--- config.mk ---
export PLATFORM = sky130hd
export DESIGN_NAME = hex_entry_pad
export DESIGN_NICKNAME = d
export VERILOG_FILES = /design/src/rtl/hex_entry_pad.sv
export SDC_FILE = /design/constraint.sdc
export NUM_CORES = 1
export LEC_CHECK = 0
export CORE_MARGIN = 2
export CORE_UTILIZATION = 55
export CTS_CLUSTER_DIAMETER = 100
export CTS_CLUSTER_SIZE = 12
export DETAILED_ROUTE_END_ITERATION = 8
export PLACE_DENSITY = 0.9
export SETUP_SLACK_MARGIN = 0.3
export SYNTH_ARGS = -nofsm -noshare
export SYNTH_HDL_FRONTEND = slang
export SYNTH_SLANG_ARGS = --single-unit
--- constraint.sdc ---
create_clock -name clk -period 3.3 [get_ports clk]
set_input_delay 0.66 -clock clk [delete_from_list [all_inputs] [get_ports clk]]
set_output_delay 0.66 -clock clk [all_outputs]
set_load 0.01 [all_outputs]
--- src/rtl/hex_entry_pad.sv ---
// Hex word entry from slide switches and debounced push buttons, delivered over valid/ready.
// Optional macro HEX_ENTRY_BACKSPACE_EN adds a debounced backspace button (btn_back).
module hex_entry_pad #(
    parameter int DEBOUNCE_CYCLES = 50000,
    parameter int DIGITS          = 8
) (
    input  logic                         clk,
    input  logic                         reset,
    input  logic                         btn_digit,
    input  logic                         btn_enter,
    input  logic                         btn_clear,
`ifdef HEX_ENTRY_BACKSPACE_EN
    input  logic                         btn_back,
`endif
    input  logic [3:0]                   sw_nibble,
    input  logic                         word_ready,
    output logic [4*DIGITS-1:0]          word_data,
    output logic                         word_valid,
    output logic [4*DIGITS-1:0]          entry_value,
    output logic [$clog2(DIGITS+1)-1:0]  digit_count,
    output logic                         overflow
);

    localparam int W  = 4 * DIGITS;
    localparam int CW = $clog2(DIGITS + 1);
    localparam int DW = $clog2(DEBOUNCE_CYCLES + 1);
`ifdef HEX_ENTRY_BACKSPACE_EN
    localparam int NB = 4;
`else
    localparam int NB = 3;
`endif

    typedef enum logic {S_ENTRY, S_HOLD} state_t;

    logic [NB-1:0] raw, sync1, sync2, deb, armed, pulse;
    logic [DW-1:0] cnt [NB];
    logic [1:0]    primed;

    assign raw[0] = btn_digit;
    assign raw[1] = btn_enter;
    assign raw[2] = btn_clear;
`ifdef HEX_ENTRY_BACKSPACE_EN
    assign raw[3] = btn_back;
`endif

    // A button is armed only once it has been seen released after reset,
    // so a button held through reset never produces a press.
    always_ff @(posedge clk) begin
        if (reset) begin
            primed <= '0;
            sync1  <= '0;
            sync2  <= '0;
            deb    <= '0;
            armed  <= '0;
            pulse  <= '0;
            for (int i = 0; i < NB; i++) cnt[i] <= '0;
        end else begin
            primed <= {primed[0], 1'b1};
            sync1  <= raw;
            sync2  <= sync1;
            for (int i = 0; i < NB; i++) begin
                pulse[i] <= 1'b0;
                if (primed[1] && !sync2[i]) armed[i] <= 1'b1;
                if (sync2[i] != deb[i]) begin
                    if (cnt[i] == DW'(DEBOUNCE_CYCLES - 1)) begin
                        deb[i]   <= sync2[i];
                        cnt[i]   <= '0;
                        pulse[i] <= sync2[i] & armed[i];
                    end else begin
                        cnt[i] <= cnt[i] + DW'(1);
                    end
                end else begin
                    cnt[i] <= '0;
                end
            end
        end
    end

    logic p_digit, p_enter, p_clear, p_back;
    assign p_digit = pulse[0];
    assign p_enter = pulse[1];
    assign p_clear = pulse[2];
`ifdef HEX_ENTRY_BACKSPACE_EN
    assign p_back  = pulse[3];
`else
    assign p_back  = 1'b0;
`endif

    state_t        state, state_next;
    logic [W-1:0]  entry_next, word_next, shifted;
    logic [CW-1:0] count_next;
    logic          ovf_next, load_word;

    always_ff @(posedge clk) begin
        if (reset) state <= S_ENTRY;
        else       state <= state_next;
    end

    always_comb begin
        state_next = state;
        case (state)
            S_ENTRY: if (p_enter && !p_clear && !p_back) state_next = S_HOLD;
            S_HOLD:  if (word_ready || p_clear)          state_next = S_ENTRY;
            default: state_next = S_ENTRY;
        endcase
    end

    always_comb begin
        shifted    = {entry_value[W-5:0], sw_nibble};
        entry_next = entry_value;
        count_next = digit_count;
        ovf_next   = overflow;
        load_word  = 1'b0;
        word_next  = p_digit ? shifted : entry_value;
        if (state == S_ENTRY) begin
            if (p_clear) begin
                entry_next = '0;
                count_next = '0;
                ovf_next   = 1'b0;
            end
`ifdef HEX_ENTRY_BACKSPACE_EN
            else if (p_back) begin
                entry_next = entry_value >> 4;
                if (digit_count != '0) count_next = digit_count - CW'(1);
            end
`endif
            else begin
                if (p_digit) begin
                    entry_next = shifted;
                    if (digit_count == CW'(DIGITS)) ovf_next   = 1'b1;
                    else                            count_next = digit_count + CW'(1);
                end
                if (p_enter) begin
                    load_word  = 1'b1;
                    entry_next = '0;
                    count_next = '0;
                    ovf_next   = 1'b0;
                end
            end
        end
    end

    always_ff @(posedge clk) begin
        if (reset) begin
            word_data   <= '0;
            entry_value <= '0;
            digit_count <= '0;
            overflow    <= 1'b0;
        end else begin
            if (load_word) word_data <= word_next;
            entry_value <= entry_next;
            digit_count <= count_next;
            overflow    <= ovf_next;
        end
    end

    assign word_valid = (state == S_HOLD);

endmodule
---- Yosys cells after proc, flatten, opt, wreduce, memory -nomap -nowiden ----
Memories as Yosys holds them, arrays and structs flattened.
Index checks and enable logic that the tools add are counted.
cells by class
  $add $sub $neg .......................... 4
  bitwise operators ....................... 19
  muxes and demuxes ....................... 62
  reductions and logical operators ........ 19
  equal/unequal tests ..................... 8
operator list
  cell                     count
  $mux W16                 9
  $mux W32                 3
  $add A16 B1 Y16 const B  3
  $eq A16 B16 Y1 const B   3
  $mux W1                  45
  $mux W4                  4
  $or A1 B1 Y1             9
  $reduce_or A3 Y1         3
  $not A1 Y1               7
  $reduce_and A2 Y1        3
  $reduce_and A3 Y1        2
  $reduce_bool A3 Y1       2
  $add A4 B1 Y4 const B    1
  $eq A4 B4 Y1 const B     1
  $logic_and A1 B1 Y1      4
  $logic_not A1 Y1         4
  $and A1 B1 Y1            3
  $ne A1 B1 Y1             3
  $ne A3 B3 Y1 const B     1
  $pmux W1 S2              1
  $logic_or A1 B1 Y1       1
storage, ports and cells
  register bits after elaboration ......... 87
  logic and storage cells ................. 131
  memory bits (writable) .................. 48
  memories ................................ 1
  output and inout port bits .............. 70
  input port bits ......................... 10
memories
  name  words  width  rd ports  clocked after Yosys merged registers in  write ports  RTL line  text
  cnt   3      16     3         0                                        3            36        logic [DW-1:0] cnt [NB];

---- Logic depth before layout (Yosys ltp) ----
An unclocked memory read counts as a cell.
  depth after elaboration ................. 9
  mapped depth ............................ 6
  mapped depth without buffers ............ 6

---- Worst setup path before layout ----
No wires, ideal clock.
  kind .................................... reg2reg
  start ................................... memory cnt[2][4] in the netlist's numbering
  end ..................................... memory cnt[2][8] in the netlist's numbering (data pin)
  arrival ................................. 1.762 ns
  path slack .............................. 1.284 ns
  clock period less this slack ............ 2.016 ns
  required time ........................... 3.046 ns
  cell stages (with the launch flop) ...... 6
  path buffers ............................ 1
  setup time .............................. 0.254 ns
  cells stage by stage .................... edfxtp_1 > or4_1 > or4_4 > nand2_4 > buf_8 > nor2_1
RTL lines
  what             RTL line
  start, declared  36

---- Final worst setup path ----
  start ................................... register state (netlist: word_valid)
  end ..................................... output port word_valid
RTL lines
  what                    RTL line  text
  start, declared         89        state_t state, state_next;
  start signal, assigned  96        else state <= state_next;
  end, declared           18        output logic word_valid,
No word-level cell between the ends.

==> impl_metrics.tcl <==
set metrics [dict create \
    synth.yosys.seq_area_share_pct 54.15 \
    vdd_drop_max_v 0.0002806 \
    path_max_fanout 10 \
    synth_top_family_by_area "simple AND/OR/NAND/NOR gates" \
    cpPeakStageDelay_ps 630 \
    gp_congestion 0.8144 \
    fp.dieW_microns 107.4 \
    drv_cap 0 \
    synth_xor_area_share_pct 6.556 \
    area_of_the_die_sq_um 11530 \
    area_delta_synth_final_pct 28.59 \
    numPortBuffers 79 \
    hold_depth 2 \
    crit-reg2reg-launch "cnt[2][4]" \
    min_path_type "reg -> reg" \
    clock_power_share_pct 50.5 \
    busiest_layer "met2" \
    internal_cell_power_uw 3013 \
    vertical_die_dimension_microns 107.4 \
    ys_dominant_reg_cell "sky130_fd_sc_hd__dfxtp_1" \
    clkLatencyLatePin_ps 520 \
    cts_tree "yes" \
    hpwl_microns 8628 \
    fmax_mhz 430.0 \
    timing.critical_path.to_type "output port" \
    gr-total-overflow 0 \
    post_synth_mux_area_share_pct 5.960 \
    synth-seq-cells 135 \
    synthesis.instances 581 \
    status "finished, final reports clean" \
    asr_flop_ratio_synth_pct 0 \
    setup_tns_ps 0 \
    r2r.worst_path.cells 4 \
    number_of_instances_resized_during_post_cts_repair 0 \
    nNetsFinal 714 \
    final.setup.worst_slack_ps 974.4 \
    drt_wl_total_microns 13830 \
    report.final.setup_viol 0 \
    drt_iter0_drc 248 \
    p_leak_uw 0.002520 \
    floorplan.core_area_sq_um 10370 \
    final.min_clock_period_ps 2326 \
    num_rows 37 \
    synth_compound_gate_area_share_pct 10.03 \
    timing.critical_path.arrival_ps 1670 \
    layout-drive-gt1-share_pct 6.461 \
    cts.reportedPaths.clkPinSlew_ps 60 \
    start_util_pct 56.68 \
    post_synth_instance_area_sq_um 5878 \
    routed_via_density 5.605 \
    htree_levels 4 \
    p_switching_uw 797.5 \
    grt_use_met1_pct 29.94 \
    grt_pass1_wl_microns 22560 \
    remaining_drc_errors 0 \
    post_synth.cell_area_avg_sq_um 10.12 \
    slew_limit_fails 0 \
    power_density_nw_per_um2 504.2 \
    antenna_found_initial 0 \
    pin_count_of_the_biggest_net_entering_global_routing 75 \
    combinationalPowerShare_pct 2.5 \
    final.setup_skew_ps 9.445 \
    dpl_cell_area_sq_um 6935 \
    multi_input_area_sq_um 2689 \
    final_cell_area_sq_um 7559 \
    cts.hold.buffers_added 0 \
    pre_cts_ws_ps 1222 \
    design.portCount 80 \
    number_of_setup_buffers_added_after_cts 0 \
    cts-buffers-inserted 17 \
    holdCritStartpoint "armed[0]" \
    critical_path_class "reg -> out" \
    synth_adder_area_share_pct 1.064 \
    cpMaxStageDelayCell "sky130_fd_sc_hd__clkdlybuf4s50_1" \
    synth-edff-count 48 \
    path_buf_inv 1 \
    detail_route.wl_per_cell_microns 16.31 \
    yosysWarnings 0 \
    grt_use_total_pct 24.77 \
    slew-limit-headroom_pct 26.79 \
    worst_pin_slew_ps 1098 \
    clk_path_buf_depth 2 \
    hold_crit_endpoint "pulse[0]" \
    worst_setup_start_kind "flop" \
    met3_usage_pct 8.535 \
    power.total_uw 3811 \
    antenna_cells 0 \
    drt.antenna.violating_nets 0 \
    critical_path.cell_chain "clkdlybuf4s50_1" \
    hold_viol_final 0 \
    worst-endpoint-required_ps 2640 \
    grt_use_met2_pct 41.00 \
    ff_latch_area_sq_um 3184 \
    finish.utilization_pct 72.89 \
    tritoncts_num_sinks 135 \
    synth.distinct_cells 45 \
    path_delay_family "buffers and inverters" \
    grt_pass1_vias 4679 \
    finalCritPeriodShare_pct 70.47 \
    detailroute.via_count 4753 \
    power.share.switching_pct 20.93 \
    seq_power_share_pct 47.0 \
    layout.filler_cells 697 \
    rsz_0062_raised_after_global_routing "false" \
    rr_endpoint "cnt[2][9]" \
    clk_root_buffer_cell "sky130_fd_sc_hd__clkbuf_8" \
    r2r_setup_slack_ps 1200 \
    yosys.area_share.simple_pct 18.90 \
    drtPass1Iterations 5 \
]
==> power groups by stage <==
stage | Sequential (uW) | Combinational [uW] | Clock [uW]
floorplan | 1820 | 68.9 | 0
global placement | 1820 | 87.4 | 0
detailed placement | 1820 | 89.8 | 0
CTS | 1790 | 91.5 | 1940
global route | 1790 | 105 | 2010
finish | 1790 | 93.9 | 1930
==> cells by family after synthesis <==
kind of cell             after synthesis
AO/OA/AOI/OAI                         82
XOR/XNOR                              44
adder cells (fa/ha/maj)                5
buffers and inverters                 48
flip-flops                           135
multiplexers                          35
other                                  1
AND/OR/NAND/NOR                      231
==> layout make-up <==
type | count | share of cell area (%)
inverters | 17 | 0.8442
multi-input cells | 445 | 35.57
clock buffers | 24 | 7.217
flip-flops and latches | 135 | 42.13
clock inverters | 8 | 1.026
well taps | 136 | 2.251
repair buffers | 83 | 10.96
==> Yosys cell counts (all sizes together) (2+ instances only) <==
library cell | number | area [sq um]
nor2 | 127 | 476.7
dfxtp | 87 | 1742
edfxtp | 48 | 1441
mux2i | 35 | 350.3
xnor2 | 35 | 306.5
a211oi | 32 | 240.2
a22oi | 32 | 240.2
clkbuf | 27 | 101.4
inv | 17 | 63.81
nand2 | 17 | 71.32
nand3 | 16 | 80.08
nand4 | 15 | 93.84
nor4 | 13 | 87.58
nor3 | 11 | 55.05
xor2 | 9 | 78.83
a21oi | 8 | 40.04
and3 | 8 | 51.30
nor2b | 7 | 43.79
ha | 5 | 62.56
buf | 4 | 27.52
nor4bb | 3 | 30.03
o21ai | 3 | 15.01
a2111oi | 2 | 17.52
a21o | 2 | 15.01
and4 | 2 | 17.52
or3 | 2 | 12.51
or4 | 2 | 18.77
==> through the flow <==
| step | instances | hold WS [ps] |
|---|---|---|
| finish | 848 | 442.0 |
| global route | 848 | 452.8 |
| CTS | 848 | 440.3 |
| detailed placement | 816 | 426.6 |
| global placement | 816 | 417.5 |
| floorplan | 628 | 413.8 |
==> routing by layer <==
metal | share of wire [%] | vias to the layer above
li1 | - | 2275
met1 | 42 | 2302
met2 | 50 | 152
met3 | 6.9 | 24
met4 | 1.7 | 0
met5 | 0 | -
==> worst max path at each step <==
stage / cells after the start / startpoint / slack (ps) / endpoint
floorplan: 5 / cnt[2][4] / 1280 / cnt[2][8]
global placement: 4 / cnt[2][4] / 1280 / cnt[2][6]
detailed placement: 4 / cnt[2][5] / 1220 / cnt[2][9]
CTS: 1 / word_valid / 960 / word_valid
global route: 1 / word_valid / 900 / word_valid
finish: 1 / word_valid / 970 / word_valid
==> worst min-delay path, cell delays in order (launching register included) <==
cell	delay [ps]
sky130_fd_sc_hd__dfxtp_1	310
sky130_fd_sc_hd__nand2_1	60
sky130_fd_sc_hd__nor4_1	40
==> flip-flops by register name, indices dropped and copies added, names as in the netlist <==
| signal | count |
|---|---|
| word_data | 32 |
| entry_value | 32 |
| overflow | 1 |
| sync1 | 3 |
| word_valid | 1 |
| deb | 3 |
| sync2 | 3 |
| cnt | 48 |
| armed | 3 |
| digit_count | 4 |
| primed | 2 |
| pulse | 3 |
==> cells in the final DEF (no fill, tap or decap), types with 2 or more instances in the layout <==
master,Yosys,routed
sky130_fd_sc_hd__edfxtp_1,48,48
sky130_fd_sc_hd__dfxtp_1,87,86
sky130_fd_sc_hd__xnor2_1,35,35
sky130_fd_sc_hd__a2111oi_0,2,2
sky130_fd_sc_hd__clkinv_2,0,2
sky130_fd_sc_hd__clkinvlp_4,0,3
sky130_fd_sc_hd__conb_1,1,48
sky130_fd_sc_hd__xor2_1,9,9
sky130_fd_sc_hd__buf_4,0,3
sky130_fd_sc_hd__nand3_1,16,16
sky130_fd_sc_hd__or3_1,2,2
sky130_fd_sc_hd__and4_1,2,2
sky130_fd_sc_hd__a21o_1,2,2
sky130_fd_sc_hd__a21oi_1,8,8
sky130_fd_sc_hd__nand2_1,16,16
sky130_fd_sc_hd__a211oi_1,32,32
sky130_fd_sc_hd__nor4bb_1,3,3
sky130_fd_sc_hd__a22oi_1,32,32
sky130_fd_sc_hd__nor2_1,127,127
sky130_fd_sc_hd__mux2i_1,35,35
sky130_fd_sc_hd__nand4_1,15,15
sky130_fd_sc_hd__nor4_1,12,12
sky130_fd_sc_hd__o21ai_0,3,3
sky130_fd_sc_hd__inv_1,17,17
sky130_fd_sc_hd__clkbuf_16,0,20
sky130_fd_sc_hd__ha_1,5,5
sky130_fd_sc_hd__nor3_1,11,10
sky130_fd_sc_hd__and3_1,7,7
sky130_fd_sc_hd__clkdlybuf4s50_1,0,78
sky130_fd_sc_hd__nor2b_1,7,7
sky130_fd_sc_hd__clkbuf_8,0,3
No activity file was read; power rests on OpenSTA's default activity.
